--- src/rtl/lin_pkg.sv ---
// Shared LIN definitions: response FSM states, idle frame pattern,
// event-triggered frame ID and byte framing / checksum helpers.
package lin_pkg;

  typedef enum logic [2:0] {
    ST_IDLE,
    ST_FETCH,
    ST_RDWAIT,
    ST_SEND,
    ST_CHKSUM
  } lin_state_t;

  localparam logic [9:0] LIN_FRAME_IDLE = 10'h3FF;
  localparam logic [5:0] EVT_PID        = 6'h22;

  // UART character: stop bit high, data, start bit low.
  function automatic logic [9:0] lin_frame(input logic [7:0] b);
    return {1'b1, b, 1'b0};
  endfunction

  // 8-bit add with end-around carry; cannot overflow a second time.
  function automatic logic [7:0] chk_add(input logic [7:0] sum, input logic [7:0] b);
    logic [8:0] s;
    s = {1'b0, sum} + {1'b0, b};
    return s[7:0] + {7'd0, s[8]};
  endfunction

endpackage

--- src/rtl/lin_chksum_acc.sv ---
// LIN checksum accumulator: load a seed, then fold in one byte per add strobe.
module lin_chksum_acc
  import lin_pkg::*;
(
  input  logic       clk,
  input  logic       reset,
  input  logic       init,
  input  logic [7:0] seed,
  input  logic       add,
  input  logic [7:0] data,
  output logic [7:0] sum
);

  always_ff @(posedge clk) begin
    if (reset)     sum <= 8'h00;
    else if (init) sum <= seed;
    else if (add)  sum <= chk_add(sum, data);
  end

endmodule

--- src/rtl/lin_resp_publisher_p.sv ---
// LIN slave-publisher response engine: fetches response data from memory or the
// status register, frames it for the UART and appends the LIN checksum.
module lin_resp_publisher_p
  import lin_pkg::*;
#(
  parameter int unsigned MAX_BYTES = 8,
  parameter int unsigned MEM_W     = 32,
  parameter int unsigned ADDR_W    = 32,
  parameter logic [5:0]  EVT_PID   = lin_pkg::EVT_PID
) (
  input  logic              clk,
  input  logic              reset,
  input  logic              start,
  input  logic [7:0]        pid,
  input  logic [3:0]        dlen,
  input  logic              enhanced,
  input  logic              status_sel,
  input  logic [7:0]        status_byte,
  input  logic [ADDR_W-1:0] start_addr,
  input  logic              abort,
  output logic              mem_rd,
  output logic [ADDR_W-1:0] mem_addr,
  input  logic [MEM_W-1:0]  mem_rdata,
  output logic [9:0]        tx_byte,
  output logic              tx_valid,
  input  logic              tx_ready,
  output logic              busy,
  output logic              done,
  output logic              skipped,
  output logic              err
);

  localparam int unsigned BPW    = MEM_W / 8;
  localparam int unsigned NWORDS = (MAX_BYTES + BPW - 1) / BPW;
  localparam int unsigned NBYTES = NWORDS * BPW;

  typedef logic [NBYTES-1:0][7:0] byte_buf_t;

  lin_state_t state;
  logic [3:0] len, byte_idx, word_idx;
  logic       is_evt, status_mode;
  byte_buf_t  buffer, shadow, cand;
  logic [3:0] shadow_len, cmp_len, words_needed;
  logic       shadow_valid, shadow_eq;
  logic       dlen_ok, evt_in, word_end, last_byte, more_words;
  logic [7:0] cur_byte, nxt_byte, sum;
  logic       acc_init, acc_add;

  function automatic logic [7:0] pick(input byte_buf_t v, input logic [3:0] i);
    logic [7:0] r;
    r = 8'h00;
    for (int k = 0; k < int'(NBYTES); k++)
      if (i == 4'(k)) r = v[k];
    return r;
  endfunction

  assign dlen_ok      = (dlen != 4'd0) && (dlen <= 4'(MAX_BYTES));
  assign evt_in       = (pid[5:0] == EVT_PID);
  assign words_needed = 4'((int'(len) + int'(BPW) - 1) / int'(BPW));
  assign more_words   = (word_idx + 4'd1) < words_needed;
  assign cur_byte     = pick(buffer, byte_idx);
  assign nxt_byte     = pick(buffer, byte_idx + 4'd1);
  assign last_byte    = (byte_idx + 4'd1) == len;
  assign word_end     = ((int'(byte_idx) + 1) % int'(BPW)) == 0;
  assign cmp_len      = (state == ST_IDLE) ? dlen : len;

  // Buffer contents as they will be after this cycle's capture.
  always_comb begin
    cand = buffer;
    if (state == ST_IDLE) begin
      for (int k = 0; k < int'(NBYTES); k++) cand[k] = status_byte;
    end else if (state == ST_RDWAIT) begin
      for (int k = 0; k < int'(NBYTES); k++)
        if (4'(k / int'(BPW)) == word_idx) cand[k] = mem_rdata[(k % int'(BPW))*8 +: 8];
    end
  end

  always_comb begin
    shadow_eq = shadow_valid && (shadow_len == cmp_len);
    for (int k = 0; k < int'(NBYTES); k++)
      if ((4'(k) < cmp_len) && (cand[k] != shadow[k])) shadow_eq = 1'b0;
  end

  assign acc_init = (state == ST_IDLE) && start && dlen_ok;
  assign acc_add  = (state == ST_SEND) && tx_ready && !abort;

  lin_chksum_acc u_chksum (
    .clk   (clk),
    .reset (reset),
    .init  (acc_init),
    .seed  (enhanced ? pid : 8'h00),
    .add   (acc_add),
    .data  (cur_byte),
    .sum   (sum)
  );

  always_ff @(posedge clk) begin
    if (reset) begin
      state        <= ST_IDLE;
      tx_valid     <= 1'b0;
      mem_rd       <= 1'b0;
      busy         <= 1'b0;
      done         <= 1'b0;
      skipped      <= 1'b0;
      err          <= 1'b0;
      tx_byte      <= LIN_FRAME_IDLE;
      mem_addr     <= '0;
      len          <= 4'd0;
      byte_idx     <= 4'd0;
      word_idx     <= 4'd0;
      is_evt       <= 1'b0;
      status_mode  <= 1'b0;
      buffer       <= '0;
      shadow       <= '0;
      shadow_len   <= 4'd0;
      shadow_valid <= 1'b0;
    end else begin
      done    <= 1'b0;
      skipped <= 1'b0;
      err     <= 1'b0;
      if (abort && (state != ST_IDLE)) begin
        state    <= ST_IDLE;
        busy     <= 1'b0;
        tx_valid <= 1'b0;
        mem_rd   <= 1'b0;
        tx_byte  <= LIN_FRAME_IDLE;
        err      <= 1'b1;
      end else begin
        case (state)
          ST_IDLE: if (start) begin
            if (!dlen_ok) begin
              err <= 1'b1;
            end else begin
              len         <= dlen;
              is_evt      <= evt_in;
              status_mode <= status_sel;
              byte_idx    <= 4'd0;
              word_idx    <= 4'd0;
              if (status_sel) begin
                buffer <= cand;
                if (evt_in && shadow_eq) begin
                  done    <= 1'b1;
                  skipped <= 1'b1;
                end else begin
                  state    <= ST_SEND;
                  busy     <= 1'b1;
                  tx_valid <= 1'b1;
                  tx_byte  <= lin_frame(status_byte);
                end
              end else begin
                state    <= ST_FETCH;
                busy     <= 1'b1;
                mem_rd   <= 1'b1;
                mem_addr <= start_addr;
              end
            end
          end
          ST_FETCH: begin
            mem_rd <= 1'b0;
            state  <= ST_RDWAIT;
          end
          ST_RDWAIT: begin
            buffer   <= cand;
            word_idx <= word_idx + 4'd1;
            // Event frames gather the whole response before deciding to send.
            if (is_evt && more_words) begin
              state    <= ST_FETCH;
              mem_rd   <= 1'b1;
              mem_addr <= mem_addr + ADDR_W'(1);
            end else if (is_evt && shadow_eq) begin
              state   <= ST_IDLE;
              busy    <= 1'b0;
              done    <= 1'b1;
              skipped <= 1'b1;
            end else begin
              state    <= ST_SEND;
              tx_valid <= 1'b1;
              tx_byte  <= lin_frame(pick(cand, byte_idx));
            end
          end
          ST_SEND: if (tx_ready) begin
            byte_idx <= byte_idx + 4'd1;
            if (last_byte) begin
              state   <= ST_CHKSUM;
              tx_byte <= lin_frame(~chk_add(sum, cur_byte));
            end else if (!is_evt && !status_mode && word_end) begin
              state    <= ST_FETCH;
              tx_valid <= 1'b0;
              tx_byte  <= LIN_FRAME_IDLE;
              mem_rd   <= 1'b1;
              mem_addr <= mem_addr + ADDR_W'(1);
            end else begin
              tx_byte <= lin_frame(nxt_byte);
            end
          end
          ST_CHKSUM: if (tx_ready) begin
            state    <= ST_IDLE;
            busy     <= 1'b0;
            tx_valid <= 1'b0;
            tx_byte  <= LIN_FRAME_IDLE;
            done     <= 1'b1;
            if (is_evt) begin
              shadow       <= buffer;
              shadow_len   <= len;
              shadow_valid <= 1'b1;
            end
          end
          default: begin
            state    <= ST_IDLE;
            busy     <= 1'b0;
            tx_valid <= 1'b0;
            mem_rd   <= 1'b0;
            tx_byte  <= LIN_FRAME_IDLE;
          end
        endcase
      end
    end
  end

endmodule

--- config.mk ---
export PLATFORM = sky130hd
export DESIGN_NAME = lin_resp_publisher_p
export DESIGN_NICKNAME = d
export VERILOG_FILES = /design/src/rtl/lin_pkg.sv /design/src/rtl/lin_chksum_acc.sv /design/src/rtl/lin_resp_publisher_p.sv
export SDC_FILE = /design/constraint.sdc
export NUM_CORES = 1
export LEC_CHECK = 0
export ABC_AREA = 1
export CORE_MARGIN = 2
export CORE_UTILIZATION = 45
export CTS_CLUSTER_SIZE = 40
export DETAILED_ROUTE_END_ITERATION = 16
export PLACE_DENSITY_LB_ADDON = 0.08
export SYNTH_ARGS = -nofsm -noshare
export SYNTH_HDL_FRONTEND = slang
export SYNTH_SLANG_ARGS = --single-unit
--- constraint.sdc ---
create_clock -name clk -period 7.98 [get_ports clk]
set_input_delay 1.995 -clock clk [delete_from_list [all_inputs] [get_ports clk]]
set_output_delay 1.995 -clock clk [all_outputs]
set_load 0.03 [all_outputs]
; After elaboration in Yosys (flattened, before gate mapping)
; Cells that the tools add are included.
[totals]
ff_bits = 206
latchBits = 0
ramBits = 0
mem_bits_ro = 0
inputBits = 91
out_inout_bits = 48
word_cells = 276
mem_count = 0
[op_classes]
add_sub_neg = 9
multipliers = 0
n_div = 0
n_lt_le_gt_ge = 10
eq_ne = 45
n_shift = 0
mux = 123
bitwise = 7
n_reduce_logical = 49
[ops]
columns = operator, n
row1 = two-way mux 64 bit, 5
row2 = two-way mux 8 bit, 35
row3 = two-way mux 32 bit, 7
row4 = one-hot mux 64 bit (2 select lines), 1
row5 = one-hot mux 32 bit (3 select lines), 1
row6 = two-way mux 10 bit, 8
row7 = != test 8 bit, 8
row8 = one-hot mux 10 bit (5 select lines), 1
row9 = two-way mux 1 bit, 41
row10 = "adder 32 x 1 -> 32 bit, second input constant", 1
row11 = "equality test 4 x 3 -> 1 bit, second input constant", 8
row12 = logical NOT 32 bit, 1
row13 = two-way mux 3 bit, 8
row14 = logical AND 1 bit, 20
row15 = "!= test 2 bit, second input constant", 10
row16 = two-way mux 9 bit, 2
row17 = AND reduction 9 bit, 2
row18 = "equality test 4 x 2 -> 1 bit, second input constant", 4
row19 = "less-than comparator 3 x 4 -> 1 bit, first input constant", 4
row20 = two-way mux 4 bit, 4
row21 = one-hot mux 4 bit (2 select lines), 2
row22 = one-hot mux 3 bit (5 select lines), 1
row23 = logical NOT 4 bit, 3
row24 = AND reduction 4 bit, 3
row25 = other kinds (41), 63

; Logic depth before layout (Yosys ltp)
[depth]
word_depth = 20
mapped_depth = 33
mapped_depth_nobuf = 33

; By module
; A second synthesis with hierarchy kept.
[unflattened]
cells_unflattened = 2423
area_unflattened_um2 = 14696.6
[by_module_without_submodules]
columns = mod, instances, cells_each, area_each_um2, seq_area_each_um2
row1 = lin_resp_publisher_p, 1, 2295, 13853.3, 3943.8
row2 = lin_chksum_acc, 1, 128, 843.3, 160.2

; Worst setup path after synthesis
; OpenSTA, ideal clock, no wires.
[synth_path]
path_kind = register to register
start = register byte_idx[1]
end = register tx_byte[7]
setup_ns = 0.122
arrival_ns = 4.334
required_time_ns = 7.858
setup_slack_ns = 3.525
path_stages_with_launch = 31
path_buffers = 0
synth_period_minus_slack_ns = 4.455
cell_sequence = dfxtp_1 inv_1 ha_1 inv_1 nor2_2 clkinv_1 nand2_1 inv_1 a221oi_1 o221ai_1 o21ai_0 a31oi_1 ha_1 inv_1 o21ai_0 nand3_1 nand2_1 a21oi_1 o21bai_1 ha_1 nand2_1 nor2_1 nand2_1 nor2_1 nand2_1 xor2_1 o21ai_0 a21oi_1 nand2_1 nand4_1 nand3_1
[synth_between]
elab_chain_len = 15
elab_cells_between_ends = 56
cone_classes = 4 x add/sub / 15 x eq/ne / 30 x mux / 2 x bitwise / 5 x reduce/logical
[synth_lines]
columns = item, line_no
row1 = start: declaration, lin_resp_publisher_p.sv:40  ; logic [3:0] len, byte_idx, word_idx;
row2 = start signal: assignment, lin_resp_publisher_p.sv:182  ; byte_idx <= byte_idx + 4'd1;
row3 = logical NOT 4 bit, lin_resp_publisher_p.sv:53  ; if (i == 4'(k)) r = v[k];
row4 = two-way mux 8 bit (8 in a row), lin_resp_publisher_p.sv:53
row5 = adder 8 x 8 -> 9 bit, lin_pkg.sv:24  ; s = {1'b0, sum} + {1'b0, b};
row6 = adder 8 x 1 -> 8 bit, lin_pkg.sv:25  ; return s[7:0] + {7'd0, s[8]};
row7 = NOT 8 bit, lin_resp_publisher_p.sv:185  ; tx_byte <= lin_frame(~chk_add(sum, cur_byte));
row8 = two-way mux 9 bit, lin_resp_publisher_p.sv:183  ; if (last_byte) begin
row9 = two-way mux 10 bit, lin_resp_publisher_p.sv:181  ; ST_SEND: if (tx_ready) begin
row10 = one-hot mux 10 bit (5 select lines) *, lin_resp_publisher_p.sv:129  ; case (state)
row11 = end signal: assignment, lin_resp_publisher_p.sv:178  ; tx_byte <= lin_frame(pick(cand, byte_idx));
row12 = end signal: assignment, lin_resp_publisher_p.sv:185
row13 = end signal: assignment, lin_resp_publisher_p.sv:193  ; tx_byte <= lin_frame(nxt_byte);
row14 = end: declaration, lin_resp_publisher_p.sv:24  ; output logic [9:0] tx_byte,
; Mark *: on every way between the ends. The rest lies on a longest branch, timed or not. The select of a mux whose other input is x is not followed.
; A chain may end at the register's enable or synchronous reset.

; Worst setup path in the final report
; Same ends and word-level chain as after synthesis.

==> results.json <==
{
  "first_global_vias": 13900,
  "nets": 2426,
  "cts_hold_buf": 0,
  "syn_area_sq_mm": 0.0138,
  "cts_resized": 0,
  "crit_type": "register to register",
  "numClockSinks": 205,
  "ios": 139,
  "grt_start_max_net_pins": 91,
  "yosys-top-cells-count": "nand2_1 (576), nor2_1 (243), inv_1 (228), a21oi_1 (218)",
  "slew_headroom_pct": 33.6,
  "globalRouteOverflowTotal": 0,
  "setup_tns_ns": 0,
  "cp_slowest_cell": "nand2_1",
  "synth_async_sr_flop_share_pct": 0,
  "hold_path_depth": 2,
  "synth_nets": 2364,
  "ys_seq_elements": 205,
  "post-place-ws_ns": 2.13,
  "synth_most_common_cell": "nand2_1",
  "pwr-share-seq_pct": 24.5,
  "antenna_found_initial": 2,
  "finalCritPeriodShare_pct": 76.3,
  "cts_buffers": 26,
  "clockPowerShare_pct": 20.0,
  "synth_cell_types": 47,
  "intPower_mw": 3.16,
  "vias": 15600,
  "placedCellCount": 2680,
  "cts_setup_buffers": 0,
  "r2r_start": "byte_idx[1]",
  "vdd.ir_drop.worst_v": 0.000253,
  "worstSetupStartpoint": "byte_idx[1]",
  "drive_gt1_share_pct": 4.67,
  "grt_pass1_wl_um": 82600,
  "hp-start": "shadow[52]",
  "drcViolationCount": 0,
  "wire_per_inst_um": 20.1,
  "yosys_warnings": 0,
  "portBuffers": 137,
  "nFillCells": 3158,
  "final_core_util_pct": 53.3,
  "worst_pin_slew_ns": 0.996,
  "r2r_slack_ns": 1.89,
  "clk_pin_slew_ns": 0.06,
  "clock_latency_ns": 0.54,
  "finClkSkew_ns": 0.00835,
  "maxCapViolations": 0,
  "dieArea_sq_mm": 0.0321,
  "syn2layout_area_growth_pct": 17.3,
  "p_switching_mw": 3.30,
  "synth_edf_count": 0,
  "worstSetupEndpointType": "register",
  "r2r_end": "tx_byte[7]",
  "leakagePower_nw": 6.81,
  "synthCells": 2250,
  "finalSetupViolations": 0,
  "drtIter0Drc": 1498,
  "initial_core_util_pct": 45.4,
  "cts_tree": "yes",
  "switching_share_pct": 51.1,
  "critPathRequiredTime_ns": 8.37,
  "stdcell_count": 2729,
  "row_count": 64,
  "status": "completed",
  "cp_common_cell": "nand2_1",
  "core_area_sq_mm": 0.0304,
  "die-height_um": 179,
  "wirelength_um": 54800,
  "ys_seq_area_share_pct": 29.7,
  "gp_congestion": 1.01,
  "hold_class": "register to register",
  "firstDrtPassIters": 6,
  "crit_fanout": 9,
  "synth_flop_cell": "dfxtp_1",
  "worstPathArrival_ns": 6.48,
  "die_w_um": 179,
  "critical_path.max_stage_delay_ns": 0.48,
  "synth_top_area_share_pct": 29.7,
  "yosys-top-cells-area": "dfxtp_1 (30%), nand2_1 (16%), a21oi_1 (7.9%)",
  "track_usage_pct": 33.6,
  "startpoint_type": "register",
  "final_max_slew_viol_count": 0,
  "synth.avg_cell_area_sq_um": 6.14,
  "combPwrFrac_pct": 55.6,
  "hold_viol": 0,
  "yosys.area.top_type": "dfxtp_1",
  "layout_min_cycle_time_ns": 6.09,
  "cts_root_buf": "clkbuf_16",
  "rsz0062_at_grt": "no",
  "r2r_cells": 30,
  "setup_ws_ns": 1.89,
  "dpl.hpwl_um": 39700,
  "fmax_mhz": 164,
  "cts.path.max_buffers": 3,
  "antenna_left": 0,
  "h-tree-depth": 1,
  "power_density_mw_per_mm2": 399,
  "avgViaCountPerCell": 5.70,
  "min_to": "shadow[52]"
}
==> layout make-up <==
type	count	area, sq um	area share, %
Tap cell	396	495	3.06
Multi-Input combinational cell	1689	8300	51.2
Timing Repair Buffer	154	1490	9.22
Sequential cell	205	4100	25.3
Inverter	236	886	5.47
Clock inverter	12	166	1.03
Clock buffer	36	759	4.69
Antenna cell	1	2.50	0.0154
==> layer usage <==
layer / track usage [%] / share of wire [%] / vias to the layer above
met5: 0 / 0.020 / -
met4: 10.0 / 3.2 / 2
met3: 5.68 / 7.9 / 99
met2: 52.0 / 44 / 642
met1: 47.6 / 45 / 7281
li1: - / - / 7544
==> cells by family (layout without fill, tap and decap cells) <==
family                   count (synthesis)  count (layout)  synth area share [%]
AO/OA/AOI/OAI                          527             527                  20.8
XOR/XNOR                                48              48                  3.04
adder cells (fa/ha/maj)                 23              23                  2.14
buffers and inverters                  356             438                  10.4
flip-flops                             205             205                  29.7
other                                    1               2                0.0271
AND/OR/NAND/NOR                       1090            1090                  33.9
==> layout by cell type, fill, tap and decap left out, types with 22 or more instances in the layout <==
cell type,count
ha_1,22
a31oi_1,26
nand2_1,576
inv_1,227
clkbuf_16,27
xor2_1,41
nand4_1,23
dfxtp_1,205
nor2_1,243
o21ai_0,204
a21oi_1,218
clkdlybuf4s50_1,136
nand3_1,164
nand3b_1,24
==> per-stage QoR <==
stage | hold WS (ns) | power, mW | cell area (sq um)
floorplan | 0.437 | 3.95 | 13800
global placement | 0.449 | 5.09 | 15300
detailed placement | 0.458 | 5.10 | 15300
CTS | 0.472 | 6.40 | 16200
global route | 0.492 | 6.89 | 16200
finish | 0.471 | 6.46 | 16200
==> power by group through the flow <==
stage                     Sequential, mW  Clock (mW)  Combinational (mW)
after global placement              1.59           0                3.49
after detailed placement            1.59           0                3.51
after global routing                1.61        1.34                3.94
after CTS                           1.57        1.30                3.53
final                               1.58        1.29                3.59
after floorplan                     1.66           0                2.29
==> state kept, by name (all words and copies together) (netlist names) <==
register and flops:
buffer 64, shadow 64, mem_addr 32, tx_byte 9, u_chksum.sum 8, byte_idx 4
len 4, shadow_len 4, word_idx 4, state 3, busy 1, done 1
err 1, is_evt 1, mem_rd 1, shadow_valid 1, skipped 1, status_mode 1
tx_valid 1
==> worst max-delay path, delay by kind of cell, from the launching register on <==
kind / cells / cell delay [ns]
xor gates and xnor gates: 1 / 0.23
DFF: 1 / 0.35
AOI/OAI and AO/OA: 9 / 1.71
and+or+nand+nor: 12 / 1.84
adders and majority gates: 3 / 0.77
buffers and inverters: 5 / 0.99
==> worst max path at each step <==
stage / end / depth (start not counted)
after global routing: tx_byte[7] / 30
after global placement: tx_byte[7] / 30
after detailed placement: tx_byte[7] / 30
after CTS: tx_byte[7] / 30
final: tx_byte[7] / 30
after floorplan: tx_byte[7] / 30
(Power assumes the default switching activity.)
